--- src/rtl/fuzz_sig_collector_if.sv ---
// Sample/result bundle between the fuzzed design, the signature collector and its consumer.
// The slave side is the collector; the master side drives samples and accepts results.
interface fuzz_sig_collector_if #(
  parameter int Y_W   = 350,
  parameter int SIG_W = 32
);
  logic             start;
  logic [15:0]      num_samples;
  logic [Y_W-1:0]   y;
  logic             y_valid;
  logic [SIG_W-1:0] expected_sig;
  logic             busy;
  logic [SIG_W-1:0] sig;
  logic [15:0]      sample_cnt;
  logic             out_valid;
  logic             out_ready;
  logic             match;
  logic             timeout;

  modport slave (
    input  start, num_samples, y, y_valid, expected_sig, out_ready,
    output busy, sig, sample_cnt, out_valid, match, timeout
  );

  modport master (
    output start, num_samples, y, y_valid, expected_sig, out_ready,
    input  busy, sig, sample_cnt, out_valid, match, timeout
  );
endinterface

--- src/rtl/fuzz_sig_collector.sv ---
// Folds each valid y sample into a MISR signature; after num_samples (or an idle timeout)
// holds the signature plus golden-compare on a valid/ready result until accepted.
module fuzz_sig_collector #(
  parameter int               Y_W     = 350,
  parameter int               SIG_W   = 32,
  parameter logic [SIG_W-1:0] POLY    = 32'h04C11DB7,
  parameter logic [SIG_W-1:0] SEED    = 32'h0,
  parameter int               TIMEOUT = 64
) (
  input  logic                    clk,
  input  logic                    rst,
  fuzz_sig_collector_if.slave     bus
);
  localparam int NCH    = (Y_W + SIG_W - 1) / SIG_W;
  localparam int IDLE_W = $clog2(TIMEOUT + 1);

  typedef enum logic [1:0] {IDLE, COLLECT, REPORT} state_t;

  state_t            state_q;
  logic [SIG_W-1:0]  sig_q;
  logic [SIG_W-1:0]  exp_q;
  logic [15:0]       cnt_q;
  logic [15:0]       nsamp_q;
  logic [IDLE_W-1:0] idle_q;
  logic              busy_q;
  logic              out_valid_q;
  logic              timeout_q;

  logic [NCH*SIG_W-1:0] y_pad;
  logic [SIG_W-1:0]     fold;
  logic [SIG_W-1:0]     sig_d;

  // Zero-pad y to whole chunks, then XOR the chunks so bit i lands on bit i mod SIG_W.
  always_comb begin
    y_pad          = '0;
    y_pad[Y_W-1:0] = bus.y;
    fold           = '0;
    for (int c = 0; c < NCH; c++) begin
      fold = fold ^ y_pad[c*SIG_W +: SIG_W];
    end
    sig_d = {sig_q[SIG_W-2:0], 1'b0} ^ (sig_q[SIG_W-1] ? POLY : '0) ^ fold;
  end

  always_ff @(posedge clk) begin
    if (rst) begin
      state_q     <= IDLE;
      sig_q       <= SEED;
      exp_q       <= '0;
      cnt_q       <= '0;
      nsamp_q     <= '0;
      idle_q      <= '0;
      busy_q      <= 1'b0;
      out_valid_q <= 1'b0;
      timeout_q   <= 1'b0;
    end else begin
      case (state_q)
        IDLE: begin
          if (bus.start) begin
            nsamp_q   <= bus.num_samples;
            exp_q     <= bus.expected_sig;
            sig_q     <= SEED;
            cnt_q     <= '0;
            idle_q    <= '0;
            timeout_q <= 1'b0;
            if (bus.num_samples == 16'd0) begin
              state_q     <= REPORT;
              out_valid_q <= 1'b1;
            end else begin
              state_q <= COLLECT;
              busy_q  <= 1'b1;
            end
          end
        end
        COLLECT: begin
          if (bus.y_valid) begin
            sig_q  <= sig_d;
            idle_q <= '0;
            if (cnt_q != 16'hFFFF) cnt_q <= cnt_q + 16'd1;
            if (cnt_q == nsamp_q - 16'd1) begin
              state_q     <= REPORT;
              busy_q      <= 1'b0;
              out_valid_q <= 1'b1;
            end
          end else begin
            idle_q <= idle_q + 1'b1;
            // The TIMEOUT-th consecutive idle cycle ends the run with the signature frozen.
            if (idle_q == IDLE_W'(TIMEOUT - 1)) begin
              state_q     <= REPORT;
              busy_q      <= 1'b0;
              out_valid_q <= 1'b1;
              timeout_q   <= 1'b1;
            end
          end
        end
        REPORT: begin
          if (bus.out_ready) begin
            state_q     <= IDLE;
            out_valid_q <= 1'b0;
            timeout_q   <= 1'b0;
          end
        end
        default: state_q <= IDLE;
      endcase
    end
  end

  assign bus.busy       = busy_q;
  assign bus.sig        = sig_q;
  assign bus.sample_cnt = cnt_q;
  assign bus.out_valid  = out_valid_q;
  assign bus.timeout    = out_valid_q & timeout_q;
  assign bus.match      = out_valid_q & (sig_q == exp_q);
endmodule

--- src/flat_wrapper.sv ---
// flat-port wrapper written by rule: the top's interface ports become plain ports
module fuzz_sig_collector_flat 
#(
  parameter int               Y_W     = 350,
  parameter int               SIG_W   = 32,
  parameter logic [SIG_W-1:0] POLY    = 32'h04C11DB7,
  parameter logic [SIG_W-1:0] SEED    = 32'h0,
  parameter int               TIMEOUT = 64
)
  (clk, rst, bus_start, bus_num_samples, bus_y, bus_y_valid, bus_expected_sig, bus_out_ready, bus_busy, bus_sig, bus_sample_cnt, bus_out_valid, bus_match, bus_timeout);
  fuzz_sig_collector_if #(.Y_W(Y_W), .SIG_W(SIG_W)) bus_i ();
  input  logic clk;
  input  logic rst;
  input wire logic [$bits(bus_i.start)-1:0] bus_start;
  input wire logic [$bits(bus_i.num_samples)-1:0] bus_num_samples;
  input wire logic [$bits(bus_i.y)-1:0] bus_y;
  input wire logic [$bits(bus_i.y_valid)-1:0] bus_y_valid;
  input wire logic [$bits(bus_i.expected_sig)-1:0] bus_expected_sig;
  input wire logic [$bits(bus_i.out_ready)-1:0] bus_out_ready;
  output wire logic [$bits(bus_i.busy)-1:0] bus_busy;
  output wire logic [$bits(bus_i.sig)-1:0] bus_sig;
  output wire logic [$bits(bus_i.sample_cnt)-1:0] bus_sample_cnt;
  output wire logic [$bits(bus_i.out_valid)-1:0] bus_out_valid;
  output wire logic [$bits(bus_i.match)-1:0] bus_match;
  output wire logic [$bits(bus_i.timeout)-1:0] bus_timeout;
  assign bus_i.start = bus_start;
  assign bus_i.num_samples = bus_num_samples;
  assign bus_i.y = bus_y;
  assign bus_i.y_valid = bus_y_valid;
  assign bus_i.expected_sig = bus_expected_sig;
  assign bus_i.out_ready = bus_out_ready;
  assign bus_busy = bus_i.busy;
  assign bus_sig = bus_i.sig;
  assign bus_sample_cnt = bus_i.sample_cnt;
  assign bus_out_valid = bus_i.out_valid;
  assign bus_match = bus_i.match;
  assign bus_timeout = bus_i.timeout;
  fuzz_sig_collector #(.Y_W(Y_W), .SIG_W(SIG_W), .POLY(POLY), .SEED(SEED), .TIMEOUT(TIMEOUT)) u_core (.clk(clk), .rst(rst), .bus(bus_i));
endmodule
--- config.mk ---
export PLATFORM = sky130hd
export DESIGN_NAME = fuzz_sig_collector_flat
export DESIGN_NICKNAME = d
export VERILOG_FILES = /design/src/rtl/fuzz_sig_collector_if.sv /design/src/rtl/fuzz_sig_collector.sv /design/src/flat_wrapper.sv
export SDC_FILE = /design/constraint.sdc
export NUM_CORES = 1
export LEC_CHECK = 0
export ABC_AREA = 1
export CAP_MARGIN = 5
export CORE_AREA = 4 4 174 176
export CTS_CLUSTER_SIZE = 25
export DETAILED_ROUTE_END_ITERATION = 12
export DIE_AREA = 0 0 178 180
export PLACE_DENSITY = 0.71
export SLEW_MARGIN = 20
export SYNTH_ARGS = -nofsm -noshare
export SYNTH_HDL_FRONTEND = slang
export SYNTH_SLANG_ARGS = --single-unit
--- constraint.sdc ---
create_clock -name clk -period 2.2 [get_ports clk]
set_clock_uncertainty 0.1 [all_clocks]
set_input_delay 0.44 -clock clk [delete_from_list [all_inputs] [get_ports clk]]
set_output_delay 0.44 -clock clk [all_outputs]
set_load 0.1 [all_outputs]
# --- Yosys cells after proc, flatten, opt, wreduce, memory -nomap -nowiden ---
# Cells that the tools add are included.
word_totals:
  wordCells: 88
  register_bits: 108
  output_inout_bits: 52
  inputBits: 403
op_classes:
  mux: 34
  n_addsub: 3
  bitwise: 14
  eq_ne: 16
  reduce_logical: 12
op_table:
  columns: ["op", "count"]
  rows:
  - ["bitwise XOR 32 bit", 11]
  - ["two-way mux 32 bit", 2]
  - ["one-hot mux 32 bit (2 select lines)", 1]
  - ["two-way mux 16 bit", 3]
  - ["== test 32 bit", 1]
  - ["one-hot mux 16 bit (2 select lines)", 1]
  - ["bitwise XOR 32 x 30 -> 32 bit", 1]
  - ["two-way mux 27 bit", 1]
  - ["adder 16 x 1 -> 16 bit (second input constant)", 1]
  - ["== test 16 bit", 1]
  - ["zero test 16 bit", 1]
  - ["inequality test 16 bit (second input constant)", 1]
  - ["subtractor 16 x 1 -> 16 bit (second input constant)", 1]
  - ["two-way mux 7 bit", 2]
  - ["one-hot mux 7 bit (2 select lines)", 1]
  - ["two-way mux 1 bit", 13]
  - ["two-way mux 2 bit", 6]
  - ["inequality test 2 bit (second input constant)", 5]
  - ["AND reduction 5 bit", 2]
  - ["AND reduction 4 bit", 2]
  - ["adder 7 x 1 -> 7 bit (second input constant)", 1]
  - ["== test 7 x 6 -> 1 bit (second input constant)", 1]
  - ["inequality test 2 x 1 -> 1 bit (second input constant)", 3]
  - ["inequality test 3 x 2 -> 1 bit (second input constant)", 2]
  - ["other kinds (12)", 15]

# --- Depth between registers and ports, before layout ---
# Gate-level depths: netlist of the first run.
depth:
  word_depth: 13
  ltp_mapped: 16
  ltp_nobuf: 16

# --- Worst setup path before layout of the first run ---
# Ideal clock, no wire load.
synth_path:
  path_type: "register to output"
  from: "register u_core.sig_q[19], in the netlist u_core.bus.sig[19]"
  to: "output bus_match"
  required_ns: 1.660
  arrival_time_ns: 3.216
  path_buffers: 0
  path_stages_with_launch: 7
  path_slack_ns: -1.556
  cell_sequence: "dfxtp_1 > inv_1 > nand2_1 > or3b_2 > nor4_1 > nand4_1 > nor2_1"
synth_between:
  elab_chain_cells: 2
synth_lines:
  columns: ["item", "line", "rtl"]
  rows:
  - ["start: declaration", "fuzz_sig_collector.sv:20", "logic [SIG_W-1:0] sig_q;"]
  - ["start signal: assignment", "fuzz_sig_collector.sv:76", "sig_q <= sig_d;"]
  - ["== test 32 bit", "fuzz_sig_collector.sv:112", "assign bus.match = out_valid_q & (sig_q == exp_q);"]
  - ["AND 1 bit", "fuzz_sig_collector.sv:112", null]
  - ["end: declaration", "flat_wrapper.sv:24", "output wire logic [$bits(bus_i.match)-1:0] bus_match;"]
# No other way between the ends.

# --- Final worst setup path of the first run ---
layout_path:
  from: "register u_core.sig_q[5], in the netlist u_core.bus.sig[5]"
  to: "output bus_match"
# Same word-level chain as after synthesis.

==> results of run 1 <==
synthesized netlist by cell type (2+ instances only):
cell and instances:
nor2_1 121, o22ai_1 6, a21boi_0 32, dfxtp_1 108, nor4_1 11, or2_4 2
nor3_1 15, xnor2_1 243, nand3_1 20, nand3b_1 4, o21ai_1 12, a211oi_1 3
ha_1 3, o21ai_0 84, a21oi_1 66, nor2_4 3, a221oi_1 5, nand2_1 118
a22o_1 3, nand4_1 9, clkbuf_1 27, inv_1 73, nand2_4 2, inv_2 6
xor2_1 119, or2_2 6, nor2_2 2, nand2_2 2
layout make-up:
type / count / area, um^2 / share of cell area
Antenna cell: 2 / 5.00 / 0.000352
Timing Repair Buffer: 512 / 4920 / 0.346
Sequential cell: 108 / 2270 / 0.159
Clock buffer: 10 / 239 / 0.0168
Multi-Input combinational cell: 901 / 5950 / 0.418
Clock inverter: 6 / 53.8 / 0.00378
Inverter: 81 / 314 / 0.0221
Tap cell: 384 / 480 / 0.0338
power by group:
group          internal (mW)  switching (mW)
clock network          0.822           0.817
logic                   1.97            2.13
registers               2.16           0.196
sequential cells by signal (all words and copies together) (netlist names):
signal                 count
u_core.nsamp_q            16
u_core.state_q             2
u_core.bus.sample_cnt     16
u_core.timeout_q           1
u_core.idle_q              7
u_core.bus.sig            32
u_core.exp_q              32
u_core.bus.out_valid       1
u_core.bus.busy            1
how the worst max path moves through the flow:
stage          slack (ns)                from                        to  cells past startpoint
2_1_floorplan       -0.20  u_core.bus.sig[19]                 bus_match                      6
3_3_place_gp        -0.13           bus_start  u_core.bus.sample_cnt[8]                     11
3_5_place_dp        -0.16           bus_start  u_core.bus.sample_cnt[8]                     11
4_1_cts             -0.39  u_core.bus.sig[19]                 bus_match                      7
5_1_grt             -0.48    u_core.exp_q[25]                 bus_match                      7
6_report            -0.35   u_core.bus.sig[5]                 bus_match                      7
per-layer routing:
layer | global-route usage | vias up | part of all wire
li1 | - | 4603 | -
met4 | 0.0436 | 4 | 0.015
met2 | 0.373 | 276 | 0.53
met1 | 0.234 | 4061 | 0.40
met3 | 0.0464 | 34 | 0.062
met5 | 0 | - | 0.00081
worst max-delay path, cell delays in order (launching register included):
cell     delay, ns
dfxtp_4       0.35
inv_4         0.05
o22ai_2       0.07
or3b_4        0.38
nor4_2        0.21
nand4_1       0.23
nor2_4        0.17
buf_12        0.18
cells by family (layout without fill, tap and decap cells):
group,count (synthesis),in the layout,share of synthesized area
AO/OA/AOI/OAI,218,218,0.147
XOR/XNOR,363,363,0.378
other,0,2,0
flip-flops,108,108,0.256
adder cells (fa/ha/maj),3,3,0.00445
AND/OR/NAND/NOR,317,317,0.164
buffers and inverters,110,609,0.0495
stage by stage:
| stage | worst slack (ns) | setup TNS (ns) |
|---|---|---|
| after floorplan | -0.200 | -0.200 |
| after global placement | -0.131 | -0.695 |
| after detailed placement | -0.155 | -1.03 |
| after CTS | -0.388 | -0.388 |
| after global routing | -0.478 | -0.478 |
| final | -0.353 | -0.353 |
what timing repair did:
item	CTS	global route
setup buffers	4	0
pin swaps	5	1
hold buffers	0	0
gates resized for setup	11	10
endpoints found under the setup margin	1	9
==> results.py, run 1 <==
metrics = {
    "synth": {
        "syn_inst": 1119,
        "yosys.area.top_type": "dfxtp_1",
        "ys_ff_latch": 108,
        "syn_area_per_cell_um2": 7.54,
        "synth_edf_count": 0,
        "seq_area_frac_synth": 0.256,
        "ys_warn_count": 0,
        "yosysUniqueCellTypes": 42,
        "synth_top_flop_cell": "dfxtp_1",
        "synthArstFlopShare": 0,
        "netlist.area_leader.share": 0.256,
        "syn-num-nets": 1525,
        "netlist_area_um2": 8440,
        "post_synth_main_area_contributors": "dfxtp_1 26%, xnor2_1 25%, xor2_1 12%",
    },
    "drt": {
        "vias": 8978,
        "drc": 0,
        "drt_first_pass_iters": 5,
        "ant_nets": 0,
        "wl_per_cell_um": 16.7,
        "wl_um": 33500,
        "drt_iter0_drc": 455,
        "routed_via_density": 4.48,
    },
    "timing": {
        "hold_viol_final": 0,
        "setup_slack_ns": -0.353,
        "hold_slack_ns": 0.346,
        "fin_crit_sh": 1.16,
        "rsz0062_at_grt": "yes",
        "max_freq_mhz": 392,
        "drv_slew": 0,
        "setup_violations": 1,
        "fin_crit_ns": 2.55,
        "worst_pin_slew_ns": 0.450,
        "slew_headroom": 0.700,
    },
    "placement": {
        "dp_cells": 1982,
        "hpwl_um": 28600,
        "port_buffers": 454,
        "place_congestion": 0.899,
        "placed_area_um2": 13800,
    },
    "clock_tree": {
        "worst_setup_hold_path_clk_slew_ns": 0.08,
        "cts.path.max_buffers": 2,
        "root_buffer": "clkbuf_16",
        "clock_latency_ns": 0.36,
        "cts_sinks": 108,
        "tritoncts": "yes",
        "htreeDepth": 3,
        "cts_buffers": 9,
    },
    "flow_run": {
        "maxCapViolCount": 0,
    },
    "floorplanning": {
        "dieArea_um2": 32000,
        "core-area_um2": 28600,
        "rows": 62,
        "initial_core_util": 0.295,
        "die_x_um": 178,
        "fp.dieH_um": 180,
        "ios": 455,
    },
    "worst_hold_path": {
        "holdPathStages": 2,
        "hp-start": "rst",
        "worstHoldEndpoint": "u_core.bus.sample_cnt[13]",
        "worstHoldPathType": "in2reg",
    },
    "worst_setup_path": {
        "rr_endpoint": "u_core.bus.busy",
        "rr_worst_depth": 13,
        "crit_arrival_ns": 2.01,
        "rrSetupSlack_ns": 0.16,
        "path_max_fanout": 2,
        "required_ns": 1.66,
        "cp-start-kind": "register",
        "worstSetupEndpointType": "output pin",
        "worstSetupPathType": "reg2out",
        "reg2reg_from": "u_core.nsamp_q[0]",
    },
    "layout": {
        "synthToLayoutAreaGrowth_pct": 68.6,
        "layout.cells.non_filler": 2004,
        "nNetsFinal": 2019,
        "drive_gt1_frac": 0.140,
        "final_cell_mix": "401 x clkdlybuf4s50_1, 242 x xnor2_1, 119 x xor2_1, 117 x nor2_1, 116 x nand2_1",
        "final_area_um2": 14200,
        "fillerInstances": 2719,
        "final_core_util": 0.497,
        "final_common_cell": "clkdlybuf4s50_1",
    },
    "global_route": {
        "grt_max_degree": 43,
        "grt_pass1_wl_um": 50400,
        "overflow": 0,
        "grt_usage": 0.202,
        "antenna_found_initial": 4,
        "grt_pass1_vias": 9037,
    },
    "pwr": {
        "p_leak_nw": 5.34,
        "powerDensity_nw_per_um2": 569,
        "p_total_mw": 8.09,
        "ir_drop_mv": 0.351,
    },
    "status": {
        "violations": "setup timing",
        "status": "complete, but fails checks",
    },
}
No activity file was read; power rests on OpenSTA's default activity.
==> run 2: changes to the inputs <==
CAP_MARGIN = not set   (was 5)
CORE_AREA = 4 4 173 175   (was 4 4 174 176)
DIE_AREA = 0 0 177 179   (was 0 0 178 180)
PLACE_DENSITY = 0.74   (was 0.71)
clock period = 2.28 ns   (was 2.2 ns; I/O delays follow)
==> results.py, run 2 (synthesized netlist as in run 1, its figures left out) <==
metrics = {
    "status": {
        "status": "complete, but fails checks",
        "violations": "setup timing",
    },
    "global_route": {
        "grt_usage": 0.206,
        "grt_max_degree": 52,
        "grt_pass1_vias": 9036,
        "grt_pass1_wl_um": 50300,
        "overflow": 0,
        "antenna_found_initial": 5,
    },
    "layout": {
        "final_common_cell": "clkdlybuf4s50_1",
        "fillerInstances": 2770,
        "synthToLayoutAreaGrowth_pct": 67.5,
        "final_cell_mix": "401 x clkdlybuf4s50_1, 243 x xnor2_1, 120 x nor2_1, 119 x xor2_1, 118 x nand2_1",
        "nNetsFinal": 2005,
        "drive_gt1_frac": 0.124,
        "final_core_util": 0.496,
    },
    "timing": {
        "setup_violations": 1,
        "fin_crit_sh": 1.15,
        "slew_headroom": 0.695,
        "max_freq_mhz": 382,
        "hold_viol_final": 0,
        "fin_crit_ns": 2.62,
        "setup_slack_ns": -0.339,
        "worst_pin_slew_ns": 0.458,
        "rsz0062_at_grt": "yes",
        "drv_slew": 0,
    },
    "clock_tree": {
        "htreeDepth": 3,
        "cts_buffers": 9,
        "cts_sinks": 108,
        "tritoncts": "yes",
        "worst_setup_hold_path_clk_slew_ns": 0.07,
        "cts.path.max_buffers": 2,
        "hold_buffers": 0,
        "clock_latency_ns": 0.36,
        "root_buffer": "clkbuf_16",
    },
    "worst_setup_path": {
        "worstSetupPathType": "reg2out",
        "path_max_fanout": 2,
        "worstSetupEndpointType": "output pin",
        "cp-start-kind": "register",
        "crit_arrival_ns": 2.06,
        "required_ns": 1.72,
    },
    "floorplanning": {
        "rows": 62,
        "ios": 455,
        "die_x_um": 177,
        "fp.dieH_um": 179,
        "core-area_um2": 28500,
        "initial_core_util": 0.296,
        "dieArea_um2": 31700,
    },
    "drt": {
        "drt_iter0_drc": 432,
        "ant_nets": 0,
        "drt_first_pass_iters": 5,
        "wl_per_cell_um": 17.4,
        "vias": 9060,
        "routed_via_density": 4.55,
        "wl_um": 34600,
        "drc": 0,
    },
    "pwr": {
        "ir_drop_mv": 0.357,
        "swShare": 0.386,
        "p_leak_nw": 5.29,
        "p_int_mw": 4.87,
        "clkPwrFrac": 0.211,
        "powerDensity_nw_per_um2": 561,
        "p_switching_mw": 3.06,
        "pwr-share-seq": 0.287,
        "p_comb_frac": 0.502,
    },
    "placement": {
        "place_congestion": 0.938,
        "dpl_worst_slack_ns": -0.0693,
        "hpwl_um": 29400,
        "port_buffers": 454,
    },
    "worst_hold_path": {
        "worstHoldPathType": "reg2reg",
    },
    "flow_run": {
        "maxCapViolCount": 0,
    },
}
run 2: critical path: stages, from the launching register on:
cell and delay [ns]:
dfxtp_4 0.35, inv_4 0.06, o22ai_2 0.06, or3b_4 0.39, nor4_2 0.21, nand4_1 0.26
nor2_4 0.18, buf_12 0.18
run 2: path summary, 6_finish.rpt:
path              slack [ns]                 to  cells past startpoint         startpoint
setup reg to reg        0.17    u_core.bus.busy                     16  u_core.nsamp_q[0]
setup / recovery       -0.34          bus_match                      7  u_core.bus.sig[5]
hold reg to reg         0.38  u_core.nsamp_q[1]                      2  u_core.nsamp_q[1]
hold / removal          0.38  u_core.nsamp_q[1]                      2  u_core.nsamp_q[1]
run 2: power by group through the flow:
stage | clock, mW | sequential [mW] | combinational, mW
3_5_place_dp | 0 | 2.31 | 3.96
4_1_cts | 1.71 | 2.27 | 4.00
6_report | 1.67 | 2.28 | 3.98
3_3_place_gp | 0 | 2.31 | 3.91
5_1_grt | 1.78 | 2.30 | 4.30
2_1_floorplan | 0 | 2.78 | 1.93
run 2: area by class of cell:
type	instances	area (um^2)	share of cell area
antenna	5	12.5	0.000886
timing repair buffer	498	4860	0.344
inverter	81	312	0.0220
clock buffer	12	279	0.0197
tap	384	480	0.0340
sequential	108	2260	0.160
clock inverter	4	35.0	0.00248
multi-input combinational	901	5900	0.417
run 2: timing repair:
item / 4_1_cts / 5_1_grt
gates resized for setup: 7 / 2
cloned: 0 / 0
pin swaps: 5 / 1
buffers inserted: 3 / 0
endpoints found under the hold margin: 0 / 0
endpoints found under the setup margin: 1 / 1
run 2: stage by stage:
step | power (mW) | cell area, um^2 | setup TNS [ns] | hold WS [ns] | std cells
2_1_floorplan | 4.71 | 8550 | -0.136 | 0.347 | 1119
3_5_place_dp | 6.27 | 13800 | -0.200 | 0.372 | 1969
4_1_cts | 7.98 | 14100 | -0.374 | 0.383 | 1988
5_1_grt | 8.38 | 14100 | -0.401 | 0.398 | 1990
6_report | 7.93 | 14100 | -0.339 | 0.382 | 1993
3_3_place_gp | 6.23 | 13800 | -0.111 | 0.357 | 1969
run 2: routing by layer:
layer	wire (um)	vias up	track usage
li1	-	4581	-
met5	0	-	0
met3	2270	29	0.0399
met4	465	0	0.0438
met1	14000	4139	0.250
met2	17800	311	0.379
==> run 3: changes to the inputs <==
GPL_ROUTABILITY_DRIVEN = 0   (was not set)
==> results.py, run 3 (synthesized netlist as in run 1, its figures left out) <==
metrics = {
    "pwr": {
        "clkPwrFrac": 0.199,
        "powerDensity_nw_per_um2": 554,
        "p_switching_mw": 3.08,
        "p_total_mw": 7.82,
        "ir_drop_mv": 0.342,
        "swShare": 0.394,
        "p_comb_frac": 0.509,
        "pwr-share-seq": 0.292,
        "p_int_mw": 4.74,
        "p_leak_nw": 5.28,
    },
    "layout": {
        "synthToLayoutAreaGrowth_pct": 67.2,
        "final_cell_mix": "401 x clkdlybuf4s50_1, 243 x xnor2_1, 119 x xor2_1, 117 x nand2_1, 117 x nor2_1",
        "drive_gt1_frac": 0.128,
        "nNetsFinal": 2007,
        "final_common_cell": "clkdlybuf4s50_1",
        "layout.cells.non_filler": 1993,
    },
    "worst_setup_path": {
        "worstSetupEndpoint": "bus_match",
        "worstSetupPathType": "reg2out",
        "rr_worst_depth": 12,
        "rr_endpoint": "u_core.bus.sample_cnt[14]",
        "cp_slowest_stage_delay_ns": 0.39,
        "crit_arrival_ns": 2.08,
        "required_ns": 1.72,
        "path_max_fanout": 4,
        "rrSetupSlack_ns": 0.18,
        "reg2reg_from": "u_core.bus.sample_cnt[4]",
        "path_cells": "inv_4 -> o22ai_2 -> or3b_4 -> nor4_4 -> nand4_1 -> nor2_4 -> buf_12",
        "cp-start-kind": "register",
        "startpoint": "u_core.bus.sig[5]",
        "worstSetupEndpointType": "output pin",
        "cp_slowest_cell": "or3b_4",
    },
    "floorplanning": {
        "rows": 62,
        "initial_core_util": 0.296,
        "fp.dieH_um": 179,
        "ios": 455,
        "die_x_um": 177,
        "core-area_um2": 28500,
        "dieArea_um2": 31700,
    },
    "clock_tree": {
        "hold_buffers": 0,
        "tritoncts": "yes",
        "cts_sinks": 108,
        "cts_buffers": 9,
        "htreeDepth": 3,
        "clock_latency_ns": 0.37,
        "root_buffer": "clkbuf_16",
        "worst_setup_hold_path_clk_slew_ns": 0.07,
        "cts.path.max_buffers": 2,
    },
    "placement": {
        "hpwl_um": 29100,
        "port_buffers": 454,
        "dp_cells": 1968,
    },
    "global_route": {
        "grt_pass1_wl_um": 50400,
        "grt_max_degree": 46,
        "overflow": 0,
        "grt_usage": 0.206,
        "grt_pass1_vias": 9191,
        "antenna_found_initial": 4,
    },
    "drt": {
        "drc": 0,
        "drt_first_pass_iters": 5,
        "vias": 9077,
        "wl_per_cell_um": 17.2,
        "ant_nets": 0,
        "drt_iter0_drc": 548,
        "wl_um": 34300,
        "routed_via_density": 4.55,
    },
    "worst_hold_path": {
        "worstHoldPathType": "reg2reg",
    },
    "timing": {
        "rsz0062_at_grt": "yes",
        "setup_slack_ns": -0.353,
        "fin_crit_ns": 2.63,
        "fin_crit_sh": 1.15,
        "max_freq_mhz": 380,
        "slew_headroom": 0.699,
        "hold_viol_final": 0,
        "drv_slew": 0,
        "setup_violations": 1,
        "worst_pin_slew_ns": 0.452,
    },
    "status": {
        "status": "complete, but fails checks",
        "violations": "setup timing",
    },
    "flow_run": {
        "maxCapViolCount": 0,
    },
}
[run 3: cell types whose count changed in the layout (fill, tap and decap cells not counted), moves of 2 or more]
cell	delta
buf_12	-3
clkbuf_16	-2
nor2_1	-3
buf_4	+5
nor2_2	+3
diode_2	-2
[run 3: layout make-up]
type                    count  area (um^2)
flip-flops and latches    108         2260
clock buffers              10          229
well taps                 384          480
fillers                  2702        14400
multi-input cells         901         5930
repair buffers            500         4830
inverters                  81          312
diodes                      3         7.51
clock inverters             6         57.6
[run 3: worst min-delay path by stage]
stage	startpoint	end	slack [ns]	cells past startpoint
4_1_cts	u_core.exp_q[25]	u_core.exp_q[25]	0.38	2
2_1_floorplan	u_core.idle_q[0]	u_core.idle_q[0]	0.35	1
3_3_place_gp	u_core.idle_q[6]	u_core.idle_q[6]	0.36	2
5_1_grt	u_core.idle_q[6]	u_core.idle_q[6]	0.41	2
6_report	u_core.exp_q[25]	u_core.exp_q[25]	0.38	2
3_5_place_dp	u_core.idle_q[6]	u_core.idle_q[6]	0.37	2
[run 3: what timing repair did]
action | 4_1_cts | 5_1_grt
buffers inserted | 3 | 3
resized for setup | 5 | 11
endpoints found under the hold margin | 0 | 0
pin swaps | 4 | 2
endpoints found under the setup margin | 1 | 5
[run 3: metrics by stage]
step | hold WS, ns | setup TNS, ns | cell area, um^2 | setup slack (ns) | util
3_5_place_dp | 0.369 | -0.403 | 13700 | -0.134 | 0.481
5_1_grt | 0.406 | -0.469 | 14100 | -0.469 | 0.495
4_1_cts | 0.377 | -0.362 | 14000 | -0.362 | 0.493
2_1_floorplan | 0.347 | -0.136 | 8550 | -0.136 | -
6_report | 0.375 | -0.353 | 14100 | -0.353 | 0.496
3_3_place_gp | 0.360 | -0.168 | 13700 | -0.0927 | 0.481
[run 3: worst max-delay path: cells and delay by family (launching register included)]
family | cells | cell delay, ns
AOI/OAI and AO/OA | 1 | 0.07
buffers and inverters | 2 | 0.25
DFF | 1 | 0.35
and+or+nand+nor | 4 | 1.02
[run 3: power by group through the flow]
stage | sequential, mW | combinational [mW] | clock [mW]
6_report | 2.28 | 3.98 | 1.56
3_5_place_dp | 2.32 | 3.92 | 0
2_1_floorplan | 2.78 | 1.93 | 0
5_1_grt | 2.31 | 4.33 | 1.66
4_1_cts | 2.28 | 3.96 | 1.60
3_3_place_gp | 2.31 | 3.87 | 0
[run 3: layer usage]
metal / up-vias / wire length [um] / track usage
li1: 4578 / - / -
met3: 39 / 2240 / 0.0449
met5: - / 0 / 0
met4: 0 / 703 / 0.0532
met1: 4158 / 13800 / 0.246
met2: 302 / 17600 / 0.375
